### src/rtl/intr_cond_sync.sv
// Multi-channel interrupt conditioner: synchronises async sources, detects
// level/edge events per channel, holds W1C pending bits and masks the outputs.
module intr_cond_sync #(
    parameter int INTR_WIDTH = 4,
    parameter int SYNC_STAGE = 2
) (
    input  logic                    clk,
    input  logic                    rst,
    input  logic [INTR_WIDTH-1:0]   intr_in,
    input  logic [2*INTR_WIDTH-1:0] intr_mode,
    input  logic [INTR_WIDTH-1:0]   intr_en,
    input  logic [INTR_WIDTH-1:0]   intr_clr,
    output logic [INTR_WIDTH-1:0]   intr_pend,
    output logic [INTR_WIDTH-1:0]   intr_evt,
    output logic [INTR_WIDTH-1:0]   intr_out,
    output logic                    intr_any
);

    localparam int               CNT_W      = $clog2(SYNC_STAGE + 2);
    localparam logic [CNT_W-1:0] CNT_MAX    = CNT_W'(SYNC_STAGE + 1);
    localparam logic [1:0]       MODE_LEVEL = 2'b00;
    localparam logic [1:0]       MODE_RISE  = 2'b01;
    localparam logic [1:0]       MODE_FALL  = 2'b10;
    localparam logic [1:0]       MODE_BOTH  = 2'b11;

    (* ASYNC_REG = "TRUE" *) logic [INTR_WIDTH-1:0] sync_q [SYNC_STAGE];

    logic [INTR_WIDTH-1:0]      d_q;
    logic [CNT_W-1:0]           cnt_q, cnt_d;
    logic [INTR_WIDTH-1:0]      pend_q, pend_d;
    logic [INTR_WIDTH-1:0]      evt_q, evt_d;
    logic [INTR_WIDTH-1:0][1:0] mode_q, mode_d;

    logic [INTR_WIDTH-1:0] sync_s;
    logic [INTR_WIDTH-1:0] rise_w;
    logic [INTR_WIDTH-1:0] fall_w;
    logic [INTR_WIDTH-1:0] edge_w;
    logic [INTR_WIDTH-1:0] mode_chg_w;
    logic                  valid_w;

    assign sync_s  = sync_q[SYNC_STAGE-1];
    assign rise_w  = sync_s & ~d_q;
    assign fall_w  = ~sync_s & d_q;
    assign valid_w = (cnt_q == CNT_MAX);

    always_comb begin
        cnt_d      = valid_w ? cnt_q : cnt_q + CNT_W'(1);
        mode_d     = intr_mode;
        pend_d     = pend_q;
        evt_d      = '0;
        edge_w     = '0;
        mode_chg_w = '0;
        for (int i = 0; i < INTR_WIDTH; i++) begin
            mode_chg_w[i] = (intr_mode[2*i +: 2] != mode_q[i]);
            case (mode_q[i])
                MODE_RISE:  edge_w[i] = rise_w[i];
                MODE_FALL:  edge_w[i] = fall_w[i];
                MODE_BOTH:  edge_w[i] = rise_w[i] | fall_w[i];
                default:    edge_w[i] = 1'b0;
            endcase
            evt_d[i] = edge_w[i] & valid_w & ~mode_chg_w[i];
            // A mode switch discards whatever the old mode had captured.
            if (mode_chg_w[i]) begin
                pend_d[i] = 1'b0;
            end else if (mode_q[i] == MODE_LEVEL) begin
                pend_d[i] = sync_s[i] & valid_w;
            end else begin
                pend_d[i] = (pend_q[i] & ~intr_clr[i]) | (edge_w[i] & valid_w);
            end
        end
    end

    always_ff @(posedge clk) begin
        if (rst) begin
            for (int k = 0; k < SYNC_STAGE; k++) begin
                sync_q[k] <= '0;
            end
            d_q    <= '0;
            cnt_q  <= '0;
            pend_q <= '0;
            evt_q  <= '0;
            mode_q <= intr_mode;
        end else begin
            sync_q[0] <= intr_in;
            for (int k = 1; k < SYNC_STAGE; k++) begin
                sync_q[k] <= sync_q[k-1];
            end
            d_q    <= sync_s;
            cnt_q  <= cnt_d;
            pend_q <= pend_d;
            evt_q  <= evt_d;
            mode_q <= mode_d;
        end
    end

    assign intr_pend = pend_q;
    assign intr_evt  = evt_q;
    assign intr_out  = pend_q & intr_en;
    assign intr_any  = |intr_out;

endmodule

### config.mk
export PLATFORM = sky130hd
export DESIGN_NAME = intr_cond_sync
export DESIGN_NICKNAME = d
export VERILOG_FILES = /design/src/rtl/intr_cond_sync.sv
export SDC_FILE = /design/constraint.sdc
export NUM_CORES = 1
export LEC_CHECK = 0
export CELL_PAD_IN_SITES_DETAIL_PLACEMENT = 0
export CELL_PAD_IN_SITES_GLOBAL_PLACEMENT = 1
export CORE_MARGIN = 2
export CORE_UTILIZATION = 38
export CTS_BUF_LIST = sky130_fd_sc_hd__clkbuf_16
export CTS_CLUSTER_DIAMETER = 150
export DETAILED_ROUTE_END_ITERATION = 12
export PLACE_DENSITY_LB_ADDON = 0.1
export SLEW_MARGIN = 20
export SYNTH_ARGS = -nofsm -noshare
export SYNTH_HDL_FRONTEND = slang
export SYNTH_SLANG_ARGS = --single-unit
### constraint.sdc
create_clock -name clk -period 2.43 [get_ports clk]
set_clock_uncertainty 0.15 [all_clocks]
set_input_delay 0.486 -clock clk [delete_from_list [all_inputs] [get_ports clk]]
set_output_delay 0.486 -clock clk [all_outputs]
set_load 0.01 [all_outputs]
==> results of run 1 <==
==> per-layer routing <==
layer,vias to the layer above,wire length (µm)
met5,-,0
met4,0,34
met3,4,136
met2,28,1120
met1,459,1060
li1,502,-
==> power groups by stage <==
stage               combinational (mW)  clock, mW  sequential, mW
detailed placement               0.117          0           0.547
floorplan                       0.0678          0           0.543
finish                           0.116      0.683           0.537
CTS                              0.118      0.701           0.537
global route                     0.129      0.723           0.540
global placement                 0.113          0           0.546
==> registers in the layout, summed over array words and instances (netlist names) <==
signal / count
mode_q: 8
intr_pend: 4
intr_evt: 4
d_q: 4
cnt_q: 2
sync_q: 8
==> through the flow <==
stage	setup TNS (ns)	cell area [µm²]	total power [mW]	instances	hold WS (ns)
4_1_cts	0	1810	1.36	208	0.295
3_3_place_gp	-0.216	1650	0.659	200	0.273
6_report	0	1810	1.34	208	0.288
5_1_grt	0	1810	1.39	208	0.307
2_1_floorplan	0	1270	0.611	125	0.264
3_5_place_dp	-0.219	1650	0.664	200	0.279
==> final cells by class <==
class	instances	area (µm²)	area share, %
inverters	8	30.0	1.66
flip-flops and latches	30	601	33.2
repair buffers	35	343	19.0
clock inverters	3	40.0	2.22
clock buffers	5	125	6.93
well taps	44	55.1	3.05
multi-input cells	83	613	33.9
==> final timing paths <==
path                      from            to  slack, ns  depth (start not counted)
setup / recovery    intr_en[1]      intr_any       0.13                          4
hold / removal    sync_q[0][1]  sync_q[0][5]       0.29                          1
setup reg to reg      cnt_q[0]   intr_evt[0]       0.59                          3
hold reg to reg   sync_q[0][1]  sync_q[0][5]       0.29                          1
==> synthesized netlist by cell type (3+ instances only) <==
cell type / instances
nand4b_1: 3
nor2b_1: 13
inv_1: 8
nand2_1: 5
nand2b_1: 5
nor2_1: 6
a31oi_1: 3
or4_1: 4
a21o_1: 3
and2_1: 4
dfxtp_1: 30
a2111oi_0: 3
a211oi_1: 3
o211ai_1: 3
xor2_1: 9
ha_1: 9
==> worst reg2reg max path, stage by stage, from the launching register on <==
cell	delay, ns
dfxtp_1	0.34
ha_1	0.57
o211ai_1	0.22
a2111oi_0	0.42
==> cells by family after synthesis <==
family                     count (synthesis)  synth area share, %
AOI/OAI and AO/OA                         20                 11.7
DFF                                       30                 47.3
muxes                                      1                0.788
and+or+nand+nor                           44                 20.7
adders and majority gates                  9                 8.87
xor gates and xnor gates                   9                 6.21
buffers and inverters                     12                 4.43
==> metrics.txt, run 1 <==
Main synth FF type=dfxtp_1; Final Util=approximately 58%; Crit Path Max Fanout=2; Tightest Pin Transition=0.637 ns; CTS Hold Bufs=0; CTS tree=done; vias per inst=roughly 4.8; post-synth top area cell=dfxtp_1; max_cap viols=0; vias after detailed routing=993; core area=roughly 0.0031 mm²; CTS Buffer Depth=2; relative slew slack=between 50 and 60%; final wirelength=2.35 mm; Initial Utilization=approximately two fifths; initial antenna violation count=0; all-layer global routing usage=14.2%; power share of the clock group=51.1%; FP Rows=20; buffer and inverter count on the worst path=2; Slowest-stage cell, CP=or4_1; Final Hold Viols=0; Clk Latency, worst-skew pair=between 0.2 and 0.3 ns; Worst Hold Class=flip-flop to flip-flop; asr flop ratio synth=0%; Layout area overhead=42.3%; Num Clock Sinks=30; ranking of synthesized cells by area=dfxtp_1 47%, ha_1 8.9%, nor2b_1 6.4%, xor2_1 6.2%, nand2b_1 2.5%; Pint=about 1.1 mW; Die ar.=0.00382 mm²; logic gate share of total power=8.7%; first-pass GRT wire length=3.91 mm; largest net degree at the start of global routing=18; fin crit share=between 90% and 100%; Detail Route Antenna Nets=0; RSZ-0062 raised after global routing=false; share of layout cells above drive strength 1=around 6%; register area share after synthesis=47.3%; met2 usage=23.5%; Die Width=61.8 µm; CP required=1.79 ns; clk slew on worst S/H paths=0.05 ns; Seq cells post-synth=30; DRC viols=0; vias in the first global route=between 900 and 1000; post-route setup slack=0.129 ns; DP Wirelength=roughly 1.7 mm; Final Net Count=between 150 and 200; global route overflow=0; leakage power=between 0.7 and 0.8 nW; Worst EP arrival=about 1.7 ns; crit-path cells=clkdlybuf4s50_1 > and2_1 > or4_1 > clkbuf_2; Period minus WS final=2.30 ns; most common cell after layout, fill and taps aside=clkdlybuf4s50_1; Post-Synthesis Cells=125; GP Congestion=0.835; Startpoint Class=input pin; status=finished, final reports clean; synth unique cells=27; count of pins over their slew limit=0; Avg WL per Cell=11.3 µm; synth warn=0; Avg Cell Area, Syn=10.2 µm²; final setup violation count=0; dpl ws=-0.219 ns; most frequent cells in the layout=33 x clkdlybuf4s50_1, 30 x dfxtp_1, 13 x nor2b_1; ANT cells=0; Initial DRC Count=43; CTS Root Cell=clkbuf_16; register share of total power=40.2%; I/O pin total=35; Post-synth EDFFs=0; largest delay contributor family on the critical path=simple AND/OR/NAND/NOR gates; Syn Nets=between 150 and 200; Fillers=290; die height=61.8 µm; GR peak layer=met2; worst stage delay on the critical path=approximately 0.49 ns; M3 GR Usage=5.59%; Net Switching=0.272 mW; crit path kind=input pin to output pin; area share of the largest cell type after synthesis=47.3%; Pwr Density=about 740 mW/mm²; peak supply drop=494 µV; post_cts resized=2; Post-Syn Area=~0.0013 mm²; number of buffers created by CTS=5; PortBufs=34; switching portion of total power=between 20% and 30%; level count of the clock H-tree=2; CP endpoint kind=output pin; met1 GRT Util=16.3%; maximum clock rate=435 MHz; Post-CTS Setup Inserts=0; Initial DRT Pass Iterations=4
No activity file was read; power rests on OpenSTA's default activity.
==> run 2, diff against run 1 <==
--- a/config.mk
+++ b/config.mk
@@ -12,6 +12,7 @@
 export CTS_BUF_LIST = sky130_fd_sc_hd__clkbuf_16
 export CTS_CLUSTER_DIAMETER = 150
 export DETAILED_ROUTE_END_ITERATION = 12
+export GPL_ROUTABILITY_DRIVEN = 0
 export PLACE_DENSITY_LB_ADDON = 0.1
 export SLEW_MARGIN = 20
 export SYNTH_ARGS = -nofsm -noshare
==> results of run 2 <==
No change in the layout: final DEF, timing and power equal those of run 1.
==> run 3, diff against run 2 <==
--- a/config.mk
+++ b/config.mk
@@ -7,7 +7,6 @@
 export LEC_CHECK = 0
 export CELL_PAD_IN_SITES_DETAIL_PLACEMENT = 0
 export CELL_PAD_IN_SITES_GLOBAL_PLACEMENT = 1
-export CORE_MARGIN = 2
 export CORE_UTILIZATION = 38
 export CTS_BUF_LIST = sky130_fd_sc_hd__clkbuf_16
 export CTS_CLUSTER_DIAMETER = 150
==> run 3 against run 2 <==
Critical path depth stayed put. Sequential cell count unchanged. Via count is 1.8% lower. Worst setup slack got worse by 0.020 ns. Sequential power about the same. Non-clock buffer count did not move. Hold slack got worse by 0.0022 ns. Register-to-register slack about the same. Core utilization is 0.70 points lower. Largest power group unchanged.
==> metrics.txt, run 3 (synthesis results as in run 1) <==
CTS Root Cell=clkbuf_16; RSZ-0062 raised after global routing=false; Die ar.=0.00358 mm² (-6.4%); PortBufs=34 (unchanged); global route overflow=0 (unchanged); Slowest-stage cell, CP=or4_1; crit path kind=input pin to output pin; CTS Buffer Depth=2 (unchanged); Startpoint Class=input pin; first-pass GRT wire length=4.03 mm (+3.2%); Worst EP arrival=1.68 ns (+0.02 ns); most common cell after layout, fill and taps aside=clkdlybuf4s50_1; number of buffers created by CTS=5 (unchanged); FP Rows=20 (unchanged); DRC viols=0 (unchanged); Layout area overhead=39.4%; initial antenna violation count=0 (unchanged); share of layout cells above drive strength 1=4.32% (-1.8 points); ANT cells=0 (unchanged); CP required=1.79 ns (about the same); Placed Area=0.00165 mm² (unchanged); biggest regs=mode_q: 8 flops, sync_q: 8 flops; most frequent cells in the layout=33 x clkdlybuf4s50_1, 30 x dfxtp_1, 13 x nor2b_1; all-layer global routing usage=15.7% (+1.5 points); Period minus WS final=2.32 ns (+0.0203 ns); count of pins over their slew limit=0 (unchanged); dpl ws=-0.254 ns (-0.0349 ns); level count of the clock H-tree=2 (unchanged); post-route cell area=0.00177 mm² (-2.0%); clk slew on worst S/H paths=0.05 ns (about the same); fin crit share=95.5% (+0.84 points); Crit Path Max Fanout=2 (unchanged); Post-CTS Setup Inserts=0 (unchanged); Clk Latency, worst-skew pair=0.27 ns (about the same); Avg WL per Cell=11.2 µm (-1.3%); Detail Route Antenna Nets=0 (unchanged); worst stage delay on the critical path=0.49 ns (about the same); status=finished, final reports clean; Initial DRC Count=27 (-37%); Initial DRT Pass Iterations=4 (unchanged); die height=59.8 µm (-3.2%); leakage power=0.684 nW (-2.8%); DP Wirelength=1.77 mm (+1.9%); Initial Utilization=40.9% (+0.33 points); Final Net Count=194 (unchanged); Tightest Pin Transition=0.611 ns (-0.0259 ns); I/O pin total=35 (unchanged); Die Width=59.8 µm (-3.2%); crit-path cells=clkdlybuf4s50_1 > and2_1 > or4_1 > buf_2; Pwr Density=676 mW/mm² (-8.5%); vias per inst=4.73 (-0.86%); CTS tree=done; core area=0.00310 mm² (-0.80%); Worst Hold Class=flip-flop to flip-flop; maximum clock rate=431 MHz (-0.87%); largest net degree at the start of global routing=18 (unchanged); CP endpoint kind=output pin; final setup violation count=0 (unchanged); max_cap viols=0 (unchanged); final wirelength=2.30 mm (-2.2%); peak supply drop=414 µV (-16%); post-route setup slack=0.109 ns (-0.0203 ns); vias after detailed routing=975 (-1.8%); Final Hold Viols=0 (unchanged); Num Clock Sinks=30 (unchanged); relative slew slack=59.2% (+1.7 points); vias in the first global route=927 (-2.5%)
## run 3: final timing paths
| kind | startpoint | end | slack [ns] | cells after the start |
|---|---|---|---|---|
| max | intr_en[1] | intr_any | 0.11 | 4 |
| min | sync_q[0][1] | sync_q[0][5] | 0.29 | 1 |
| max reg2reg | cnt_q[0] | intr_pend[0] | 0.59 | 4 |
| min reg2reg | sync_q[0][1] | sync_q[0][5] | 0.29 | 1 |
## run 3: report_power, final
| part | switching [mW] | total [mW] | internal, mW |
|---|---|---|---|
| logic | 0.0467 | 0.116 | 0.0688 |
| registers | 0.0201 | 0.538 | 0.518 |
| clock network | 0.182 | 0.544 | 0.361 |
## run 3: through the flow
step | power (mW) | cells | hold WS, ns | TNS [ns] | utilization, %
3_5_place_dp | 0.664 | 200 | 0.285 | -0.254 | 53.1
5_1_grt | 1.25 | 206 | 0.317 | 0 | 57.1
6_report | 1.20 | 206 | 0.285 | 0 | 57.1
4_1_cts | 1.22 | 206 | 0.295 | 0 | 57.1
3_3_place_gp | 0.659 | 200 | 0.274 | -0.216 | 53.1
2_1_floorplan | 0.611 | 125 | 0.264 | 0 | -
## run 3: area by class of cell
cell class | count | area, µm²
Sequential cell | 30 | 601
Fill cell | 312 | 1330
Clock buffer | 5 | 125
Tap cell | 44 | 55.1
Inverter | 8 | 30.0
Timing Repair Buffer | 35 | 343
Multi-Input combinational cell | 83 | 613
Clock inverter | 1 | 3.75
## run 3: what timing repair did
action,4_1_cts,5_1_grt
gates resized for setup,4,0
setup endpoints to repair,1,0
hold buffers,0,0
## run 3: worst max-delay path, delay by kind of cell
family / cells / cell delay [ns]
buffers and inverters: 2 / 0.54
AND/OR/NAND/NOR: 2 / 0.65
## run 3: routing by layer
layer  track usage [%]  wire length [µm]
met2              25.2              1130
met5                 0                 0
met1              17.6              1000
met3              6.71               164
met4              7.97                 7
